===== config.mk =====
export PLATFORM = sky130hd
export DESIGN_NAME = hazard_tracker
export DESIGN_NICKNAME = d
export VERILOG_FILES = /design/src/rtl/hazard_tracker_pkg.sv /design/src/rtl/sat_counter.sv /design/src/rtl/hazard_tracker.sv
export SDC_FILE = /design/constraint.sdc
export NUM_CORES = 1
export LEC_CHECK = 0
export CORE_UTILIZATION = 50
export DETAILED_ROUTE_END_ITERATION = 10
export GPL_TIMING_DRIVEN = 0
export HOLD_SLACK_MARGIN = 0.05
export PLACE_DENSITY = 0.79
export SETUP_SLACK_MARGIN = 0.15
export SKIP_LAST_GASP = 1
export SYNTH_ARGS = -nofsm -noshare
export SYNTH_HDL_FRONTEND = slang
export SYNTH_SLANG_ARGS = --single-unit

===== constraint.sdc =====
create_clock -name clk -period 2.28 [get_ports clk]
set_input_delay 0.228 -clock clk [delete_from_list [all_inputs] [get_ports clk]]
set_output_delay 0.228 -clock clk [all_outputs]
set_load 0.005 [all_outputs]

===== src/rtl/hazard_tracker_pkg.sv =====
// hazard_tracker_pkg: shared pipeline constants and per-stage control type
package hazard_tracker_pkg;

    localparam int REG_W = 4;
    localparam logic [REG_W-1:0] PC_IDX = '1;

    typedef struct packed {
        logic reg_write;
        logic memto_reg;
        logic pc_src;
    } stage_ctrl_t;

endpackage


===== src/rtl/sat_counter.sv =====
// sat_counter: saturating up-counter with synchronous clear priority
module sat_counter #(
    parameter int CNT_W = 16
) (
    input  logic             clk,
    input  logic             rst_n,
    input  logic             inc,
    input  logic             clr,
    output logic [CNT_W-1:0] count
);

    always_ff @(posedge clk or negedge rst_n)
        if (!rst_n)
            count <= '0;
        else if (clr)
            count <= '0;
        else if (inc && count != '1)
            count <= count + 1'b1;

endmodule


===== src/rtl/hazard_tracker.sv =====
// hazard_tracker: E/M/W register tracking, forwarding matches and stall/flush counters
module hazard_tracker #(
    parameter int REG_W = hazard_tracker_pkg::REG_W,
    parameter int CNT_W = 16
) (
    input  logic             clk,
    input  logic             rst_n,
    input  logic [REG_W-1:0] RA1D,
    input  logic [REG_W-1:0] RA2D,
    input  logic [REG_W-1:0] WA3D,
    input  logic             RegWriteD,
    input  logic             MemtoRegD,
    input  logic             PCSrcD,
    input  logic             CondExE,
    input  logic             StallD,
    input  logic             FlushE,
    input  logic             cnt_clr,
    output logic             Match_1E_M,
    output logic             Match_2E_M,
    output logic             Match_1E_W,
    output logic             Match_2E_W,
    output logic             Match_12D_E,
    output logic             MemtoRegE,
    output logic             RegWriteM,
    output logic             RegWriteW,
    output logic             PCSrcW,
    output logic             PCWrPendingF,
    output logic [CNT_W-1:0] stall_cnt,
    output logic [CNT_W-1:0] flush_cnt
);
    import hazard_tracker_pkg::*;

    localparam logic [REG_W-1:0] PC = {REG_W{1'b1}};

    logic [REG_W-1:0] ra1_e, ra2_e, wa3_e, wa3_m, wa3_w;
    stage_ctrl_t      ctl_e;
    logic             rw_m, pcs_m, rw_w, pcs_w;

    // M/W only carry what later stages observe; condition gating happens on E->M
    always_ff @(posedge clk or negedge rst_n)
        if (!rst_n) begin
            ra1_e <= '0;
            ra2_e <= '0;
            wa3_e <= '0;
            ctl_e <= '0;
            wa3_m <= '0;
            rw_m  <= 1'b0;
            pcs_m <= 1'b0;
            wa3_w <= '0;
            rw_w  <= 1'b0;
            pcs_w <= 1'b0;
        end else begin
            ra1_e <= FlushE ? '0 : RA1D;
            ra2_e <= FlushE ? '0 : RA2D;
            wa3_e <= FlushE ? '0 : WA3D;
            ctl_e <= FlushE ? '0 : stage_ctrl_t'{RegWriteD, MemtoRegD, PCSrcD};
            wa3_m <= wa3_e;
            rw_m  <= ctl_e.reg_write & CondExE;
            pcs_m <= ctl_e.pc_src & CondExE;
            wa3_w <= wa3_m;
            rw_w  <= rw_m;
            pcs_w <= pcs_m;
        end

    assign Match_1E_M   = ra1_e != PC && ra1_e == wa3_m;
    assign Match_2E_M   = ra2_e != PC && ra2_e == wa3_m;
    assign Match_1E_W   = ra1_e != PC && ra1_e == wa3_w;
    assign Match_2E_W   = ra2_e != PC && ra2_e == wa3_w;
    assign Match_12D_E  = (RA1D != PC && RA1D == wa3_e) || (RA2D != PC && RA2D == wa3_e);
    assign MemtoRegE    = ctl_e.memto_reg;
    assign RegWriteM    = rw_m;
    assign RegWriteW    = rw_w;
    assign PCSrcW       = pcs_w;
    assign PCWrPendingF = PCSrcD | ctl_e.pc_src | pcs_m;

    sat_counter #(.CNT_W(CNT_W)) u_stall_cnt (
        .clk   (clk),
        .rst_n (rst_n),
        .inc   (StallD),
        .clr   (cnt_clr),
        .count (stall_cnt)
    );

    sat_counter #(.CNT_W(CNT_W)) u_flush_cnt (
        .clk   (clk),
        .rst_n (rst_n),
        .inc   (FlushE),
        .clr   (cnt_clr),
        .count (flush_cnt)
    );

endmodule


==> flow_summary.toml <==
[logic_synthesis]
synthTopCellsByCount = "59 x dfrtp_1, 20 x nor2b_1, 18 x a21oi_1"
async_flop_share = 1.00
synth_area_leaders = "dfrtp_1 52%, nor2b_1 4.4%, xor2_1 4.0%"
synth_edf_count = 0
syn_area_per_cell_um2 = 10.3
ys_warn_count = 0
ys.flop_type = "dfrtp_1"
synth_top_area_share = 0.522
ys_types = 39
synth.largest_area_cell = "dfrtp_1"
syn_area_um2 = 2830
ys_seq_area_frac = 0.522
ys_ff_latch = 59
synth.most_common_cell = "dfrtp_1"
postSynthCellCount = 275
syn_nets = 298

[drt]
via_per_inst = 5.73
drt-total-wl_mm = 6.49
vias = 2452
routedWlPerCell_um = 15.2
drcViolationCount = 0
ant_nets = 0
drt_iter0_drc = 134
drtPass1Iterations = 4

[global_routing]
grtUsageTotal = 0.238
gr-total-overflow = 0
grt_pass1_vias = 2380
grt_max_degree = 39
grt_pass1_wl_mm = 11.1
antenna_found_initial = 0

[timing]
setup_viol = 0
slew_headroom = 0.593
slew_violations = 0
clock.fmax_mhz = 487
finClkSkew_ps = 6.11
finalCriticalPeriod_ps = 2050
period_share = 0.900
rsz0062_at_grt = "false"
hold_viol = 0
tns_ps = 0
layout_setup_ws_ps = 227
worst_pin_slew_ps = 604

[power_and_ir_drop]
p_per_area_nw_per_um2 = 658
peakVddDrop_v = 0.000324
cellLeakagePower_nw = 1.57

[layout]
final_cells = 428
diodes = 0
synthToLayoutAreaGrowth_pct = 36.4
utilization = 0.705
design_area_um2 = 3860
drive_gt1_frac = 0.0843
final_nets = 374

[floorplan]
die_width_um = 77.2
rows = 27
die_h_um = 77.2
dieArea_um2 = 5960
initial_utilization = 0.517
ios = 63
core_area_um2 = 5470

[critical_path]
slowest_stage = "clkdlybuf4s50_1"
crit_arrival_ps = 1820
crit_path_max_fanout = 4
r2r_slack_ps = 300
worstSetupPathType = "flop to output pin"
start_kind = "flop"
path_depth = 5
ff2ff_path_depth = 6
endpoint_kind = "output pin"
slowest_delay_ps = 500
worst-path-buf-inv = 1
critical_path.top_delay_family = "buffers and inverters"
path_cells = "xnor2_2 -> nand3_1 -> nor3_2 -> a41o_1 -> clkdlybuf4s50_1"
cp.required_ps = 2050

[job]
drv_cap = 0

[clock_tree]
clk_latency_ps = 330
cts_buffers = 9
htreeDepth = 3
clk_pin_slew_ps = 70
clockBufferDepth = 2
cts_tree = "built"
cts-root-buf = "clkbuf_8"
cts_sinks = 59

[placed_design]
placed_area_um2 = 3550
dp_hpwl_mm = 4.45
gp_congestion = 0.875
dp.cells = 410
pre_cts_ws_ps = 274
portBuffers = 62

[status]
status = "complete, no violations"

[worst_hold_path]
min_path_type = "flop to flop"
whs_path_depth = 0
==> worst reg2reg max path, delay by kind of cell, from the launching register on <==
| kind | cells | cell delay (ps) |
|---|---|---|
| AND/OR/NAND/NOR | 4 | 1070 |
| buffers and inverters | 1 | 180 |
| adder cells (fa/ha/maj) | 1 | 240 |
| flip-flops | 1 | 420 |
==> registers in the layout, indices dropped and copies added, names as in the netlist, 2 cells and up <==
| signal | flops |
|---|---|
| ra2_e | 4 |
| wa3_w | 4 |
| wa3_e | 4 |
| wa3_m | 4 |
| ra1_e | 4 |
| u_stall_cnt.count | 16 |
| ctl_e | 2 |
| u_flush_cnt.count | 16 |
==> cell usage in the layout (no fill, tap or decap), types with 3 or more instances in the layout <==
master,n
a21oi_1,18
a31oi_1,6
and2_1,3
and3_1,4
and4_1,3
buf_2,3
bufinv_16,3
clkbuf_1,5
clkbuf_8,12
clkdlybuf4s50_1,61
dfrtp_1,58
inv_1,7
mux2_1,4
nand2_1,11
nand3_1,15
nand4_1,14
nor2_1,12
nor2b_1,20
nor3_1,3
nor4_1,8
o21ai_0,17
o31ai_1,4
or3_1,11
or4_1,5
xnor2_1,9
xor2_1,13
==> final timing paths <==
kind	from	to
max in group asynchronous	rst_n	wa3_e[2]
worst max-delay path	wa3_e[2]	Match_12D_E
worst min register to register	RegWriteM	RegWriteW
min in group asynchronous	rst_n	u_flush_cnt.count[6]
worst min-delay path	RegWriteM	RegWriteW
worst max register to register	u_stall_cnt.count[0]	u_stall_cnt.count[2]
==> what timing repair did <==
item	4_1_cts	5_1_grt
buffers inserted	0	1
gates resized for setup	0	5
hold buffers	1	0
hold endpoints to repair	21	0
endpoints found under the setup margin	0	9
==> per-layer routing <==
| layer | vias up | GRT usage | share of wire |
|---|---|---|---|
| met5 | - | 0 | 0 |
| li1 | 1168 | - | - |
| met1 | 1188 | 0.309 | 0.44 |
| met4 | 0 | 0.121 | 0.014 |
| met2 | 84 | 0.374 | 0.49 |
| met3 | 12 | 0.0524 | 0.053 |
==> metrics by stage <==
stage                     power (W)  hold WS, ps
final                       0.00254          374
after floorplan             0.00120        -67.6
after CTS                   0.00255          378
after detailed placement    0.00133          218
after global routing        0.00263          388
after global placement      0.00132          352
==> layout make-up <==
class                      count  area [um2]
clock inverter                 4        95.1
buffer                         7        28.8
timing repair buffer          65         653
clock buffer                  12         165
inverter                       7        26.3
tap                           72        90.1
multi-input combinational    202        1320
fill                         428        1610
sequential                    59        1480
==> logic make-up after synthesis <==
group                    count (synthesis)  synth area share
adder cells (fa/ha/maj)                  2           0.00884
AND/OR/NAND/NOR                        119             0.246
buffers and inverters                   14            0.0195
AO/OA/AOI/OAI                           53             0.113
flip-flops                              59             0.522
XOR/XNOR                                23            0.0712
multiplexers                             5            0.0195
==> report_power, final <==
part	switching, W	internal, W	total [W]
Combinational	0.0000917	0.000115	0.000207
Clock	0.000409	0.000814	0.00122
Sequential	0.0000335	0.00108	0.00111
Total	0.000534	0.00201	0.00254
Note: power is estimated with default switching activity, not from simulation.
